--- src/rtl/hamming_secded_decoder_pipe.sv ---
`default_nettype none
// ============================================================================
// Module   : hamming_secded_decoder_pipe
// Brief    : Two-stage extended-Hamming SECDED decoder/corrector with
//            valid/ready streaming and saturating error counters.
// Revision : 1.0
// ============================================================================
module hamming_secded_decoder_pipe #(
    parameter  int DATA_W = 4,
    parameter  int CNT_W  = 16,
    // Closed form of the smallest R with 2**R >= DATA_W+R+1
    localparam int R      = $clog2(DATA_W + $clog2(DATA_W + 1) + 1),
    localparam int N      = DATA_W + R + 1
) (
    input  logic              clk,
    input  logic              rst,
    input  logic              in_valid,
    output logic              in_ready,
    input  logic [N-1:0]      in_cw,
    input  logic              correct_en,
    output logic              out_valid,
    input  logic              out_ready,
    output logic [DATA_W-1:0] out_data,
    output logic [R-1:0]      out_syndrome,
    output logic              out_err_single,
    output logic              out_err_double,
    input  logic              cnt_clr,
    output logic [CNT_W-1:0]  cnt_single,
    output logic [CNT_W-1:0]  cnt_double
);

    // Codeword position of data bit j: the j-th non-power-of-two position
    function automatic int data_pos(input int j);
        int cnt;
        int pos;
        cnt = 0;
        pos = 0;
        for (int p = 3; p < N; p++) begin
            if ((p & (p - 1)) != 0) begin
                if (cnt == j) pos = p;
                cnt++;
            end
        end
        return pos;
    endfunction

    logic              w_advance;
    logic [R-1:0]      w_syn;
    logic              w_ov;
    logic [DATA_W-1:0] w_raw;
    logic [DATA_W-1:0] w_data;
    logic              w_syn_nz;
    logic              w_in_range;
    logic              w_single;
    logic              w_double;
    logic              w_flip;

    logic              r_s1_valid;
    logic [DATA_W-1:0] r_s1_data;
    logic [R-1:0]      r_s1_syn;
    logic              r_s1_ov;
    logic              r_s1_cen;

    logic              r_out_valid;
    logic [DATA_W-1:0] r_out_data;
    logic [R-1:0]      r_out_syn;
    logic              r_err_single;
    logic              r_err_double;
    logic [CNT_W-1:0]  r_cnt_single;
    logic [CNT_W-1:0]  r_cnt_double;

    assign w_advance = !r_out_valid || out_ready;
    assign in_ready  = w_advance && !rst;

    always_comb begin
        w_syn = '0;
        for (int i = 1; i < N; i++) begin
            if (in_cw[i]) w_syn = w_syn ^ R'(i);
        end
    end

    assign w_ov = ^in_cw;

    assign w_syn_nz = |r_s1_syn;

    // Syndromes above N-1 only exist when the code is shortened
    if (N == (1 << R)) begin : g_full_code
        assign w_in_range = 1'b1;
    end else begin : g_short_code
        assign w_in_range = (r_s1_syn <= R'(N - 1));
    end

    assign w_single = r_s1_ov && (!w_syn_nz || w_in_range);
    assign w_double = w_syn_nz && (!r_s1_ov || !w_in_range);
    assign w_flip   = r_s1_cen && r_s1_ov && w_syn_nz && w_in_range;

    for (genvar j = 0; j < DATA_W; j++) begin : g_data
        localparam int c_pos = data_pos(j);
        assign w_raw[j]  = in_cw[c_pos];
        assign w_data[j] = r_s1_data[j] ^ (w_flip && (r_s1_syn == R'(c_pos)));
    end

    always_ff @(posedge clk or posedge rst) begin
        if (rst) begin
            r_s1_valid   <= 1'b0;
            r_s1_data    <= '0;
            r_s1_syn     <= '0;
            r_s1_ov      <= 1'b0;
            r_s1_cen     <= 1'b0;
            r_out_valid  <= 1'b0;
            r_out_data   <= '0;
            r_out_syn    <= '0;
            r_err_single <= 1'b0;
            r_err_double <= 1'b0;
        end else if (w_advance) begin
            r_s1_valid  <= in_valid;
            r_out_valid <= r_s1_valid;
            if (in_valid) begin
                r_s1_data <= w_raw;
                r_s1_syn  <= w_syn;
                r_s1_ov   <= w_ov;
                r_s1_cen  <= correct_en;
            end
            if (r_s1_valid) begin
                r_out_data   <= w_data;
                r_out_syn    <= r_s1_syn;
                r_err_single <= w_single;
                r_err_double <= w_double;
            end
        end
    end

    // Counting on the handshake means a stalled word is seen only once
    always_ff @(posedge clk or posedge rst) begin
        if (rst) begin
            r_cnt_single <= '0;
            r_cnt_double <= '0;
        end else if (cnt_clr) begin
            r_cnt_single <= '0;
            r_cnt_double <= '0;
        end else if (r_out_valid && out_ready) begin
            if (r_err_single && (r_cnt_single != '1)) r_cnt_single <= r_cnt_single + CNT_W'(1);
            if (r_err_double && (r_cnt_double != '1)) r_cnt_double <= r_cnt_double + CNT_W'(1);
        end
    end

    assign out_valid      = r_out_valid;
    assign out_data       = r_out_data;
    assign out_syndrome   = r_out_syn;
    assign out_err_single = r_err_single;
    assign out_err_double = r_err_double;
    assign cnt_single     = r_cnt_single;
    assign cnt_double     = r_cnt_double;

endmodule
`default_nettype wire
--- config.mk ---
export PLATFORM = sky130hd
export DESIGN_NAME = hamming_secded_decoder_pipe
export DESIGN_NICKNAME = d
export VERILOG_FILES = /design/src/rtl/hamming_secded_decoder_pipe.sv
export SDC_FILE = /design/constraint.sdc
export NUM_CORES = 1
export LEC_CHECK = 0
export CAP_MARGIN = 20
export CORE_MARGIN = 4
export CORE_UTILIZATION = 45
export CTS_CLUSTER_DIAMETER = 50
export DETAILED_ROUTE_END_ITERATION = 8
export PLACE_DENSITY = 0.76
export REMOVE_ABC_BUFFERS = 1
export SETUP_SLACK_MARGIN = 0.02
export SLEW_MARGIN = 20
export SYNTH_ARGS = -nofsm -noshare
export SYNTH_HDL_FRONTEND = slang
export SYNTH_SLANG_ARGS = --single-unit
--- constraint.sdc ---
create_clock -name clk -period 2.2 [get_ports clk]
set_clock_uncertainty 0.1 [all_clocks]
set_input_delay 0.44 -clock clk [delete_from_list [all_inputs] [get_ports clk]]
set_output_delay 0.44 -clock clk [all_outputs]
set_load 0.1 [all_outputs]
==> flow_summary.ini <==
[finish]
nNetsFinal = 365
stdcell_count = 424
antennaDiodeCount = 0
synthToLayoutAreaGrowth_pct = 29.19
drive_above_1_share_pct = 28.94

[synth]
synth_area_leaders = dfrtp_1 (46%), mux2_2 (8.0%), nand2_1 (4.1%), xnor2_1 (4.0%), a21oi_1 (3.4%)
syn-cell-area_um2 = 2820
synth_cell_type_count = 42
syn_avg_cell_area_um2 = 10.18
yosysWarnings = 0
ys.flop_type = dfrtp_1
yosys-top-cells-count = dfrtp_1 (52), nand2_1 (31), mux2_2 (20)
syn_inst = 277
synth.most_common_cell = dfrtp_1
seq_area_frac_synth_pct = 46.14
synth_top_area_share_pct = 46.14
async_reset_ff_share_pct = 100.0
synth_edf_count = 0
synth_top_cell_by_area = dfrtp_1
synth_seq_cells = 52

[timing]
fin_crit_ns = 2.056
maxSlewViolCount = 0
worst_slew_pin_slew_ns = 0.4329
setup_slack_ns = 0.1443
rsz0062_at_grt = no
fin_tns_setup_ns = 0
hold_viol = 0
setup_viol = 0
timing.final.crit_share_pct = 93.44
fmax_mhz = 486.4
slew_headroom_pct = 71.10

[drt]
via_per_inst = 5.623
drt_wl_total_mm = 6.285
route.detailed.drc = 0
ant_nets = 0
drt-initial-drc-count = 103
routedWlPerCell_um = 14.82
dr.pass1.iters = 4
num_vias = 2384

[worst_setup_path]
crit_type = in2out
arrival_ns = 1.52
cp-start-kind = input port
crit_path_start = out_ready
crit_required_ns = 1.66
cp_max_fo = 3
end_kind = output pin
r2r-start = cnt_double[0]

[floorplan]
start_util_pct = 47.08
die_area_um2 = 7598
num_rows = 28
die_w_um = 87.17
chipHeight_um = 87.17
io_pins = 57
core_area_um2 = 5991

[cts]
clock-sinks = 52
hold_buffers = 0
cts_tree = done
htree_levels = 2
clkTransAtPathRegs_ns = 0.09
cts-root-buf = clkbuf_8
cts_buffers = 5
cts_buffer_depth = 2
insertion_delay_ns = 0.30

[run_status]
status = completed

[grt]
grt_max_degree = 41
antenna_found_initial = 0
global_route.overflow_total = 0
track_usage_pct = 18.27
grt_pass1_vias = 2362
grt_first_pass_wirelength_mm = 11.12

[place]
place_ws_ns = -0.1138
place_hpwl_mm = 4.684
port_buffers = 56
dp.cells = 417
gp_congestion = 0.8008

[pwr]
static-leakage-power_uw = 0.001613
irDropWorstVdd_v = 0.0005993
p_per_area_nw_per_um2 = 837.2
power.total_uw = 3050

[hold_path]
min_path_type = in2async

[run]
drv_cap = 0
==> cell usage in the layout (no fill, tap or decap), types with 2 or more instances in the layout <==
cell	instances
o21ai_0	16
bufinv_16	2
mux2i_1	2
nor2_1	14
inv_1	2
xor2_1	2
nand2_1	31
clkbuf_8	5
nand4_2	3
clkdlybuf4s50_1	13
or3_1	9
nand3_1	11
o311ai_0	4
buf_12	5
nand4_1	8
nor4_1	2
o41ai_1	4
nand2b_1	2
a21oi_1	19
or4_1	3
nor3_1	4
a211oi_1	3
mux2_2	20
and4_1	4
xnor2_1	13
buf_4	57
dfrtp_1	52
nor4_4	2
and3_1	5
nor3b_1	2
nor2b_1	13
o31ai_1	4
ha_1	2
==> through the flow <==
| stage | instance area (um^2) | util (%) | hold slack [ns] |
|---|---|---|---|
| final | 3643 | 60.82 | 0.3818 |
| after floorplan | 2761 | - | 0.3566 |
| after CTS | 3642 | 60.80 | 0.3861 |
| after detailed placement | 3513 | 58.65 | 0.3846 |
| after global routing | 3643 | 60.82 | 0.4153 |
| after global placement | 3513 | 58.65 | 0.3626 |
==> kinds of logic (layout without fill, tap and decap cells) <==
logic type	after synthesis	in the layout	share of synthesized area [%]
xor+xnor	15	15	4.659
compound gates	55	55	12.42
simple gates	118	118	24.71
fa+ha+maj	2	2	0.8872
mux	22	22	8.696
buf+inv	13	85	2.485
flops	52	52	46.14
==> final cells by class <==
class / count / area (um^2)
repair buffers: 75 / 658.1
flip-flops and latches: 52 / 1301
clock inverters: 2 / 60.06
fillers: 522 / 2347
clock buffers: 5 / 68.82
multi-input cells: 212 / 1450
well taps: 75 / 93.84
inverters: 3 / 11.26
==> per-layer routing <==
layer  vias up  GRT usage [%]  share of wire [%]
met5         -              0                  0
met4         0          5.160               0.68
met3         2          5.014                5.5
met2        44          30.02                 49
met1      1165          23.71                 45
li1       1173              -                  -
==> state kept, by name, summed over array words and instances, names as in the netlist, 3 cells and up <==
register,count
cnt_double,16
cnt_single,16
out_data,4
out_syndrome,3
r_s1_data,4
r_s1_syn,3
==> power breakdown <==
group          internal, uW  switching, uW  total, uW
combinational           294            818       1110
sequential             1080            104       1180
clock                   448            312        760
==> path summary, 6_finish.rpt <==
check                                       to  slack [ns]  depth (start not counted)
worst max-delay path                  in_ready        0.14                          5
worst min-delay path                 out_valid        0.38                          2
worst max register to register  cnt_double[14]        0.23                          5
worst min register to register     out_data[2]        0.40                          2
max in group asynchronous          out_data[3]        1.12                          3
min in group clk                   out_data[2]        0.40                          2
==> critical path, stage by stage <==
cell             delay [ns]
clkdlybuf4s50_1        0.52
buf_4                  0.13
nor2b_1                0.05
nor2_1                 0.17
buf_12                 0.20
==> repair_timing <==
action / 4_1_cts / 5_1_grt
buffers inserted: 0 / 0
gates resized for setup: 0 / 1
hold endpoints to repair: 0 / 0
setup endpoints to repair: 0 / 2
Power figures use the tool's default switching activity.
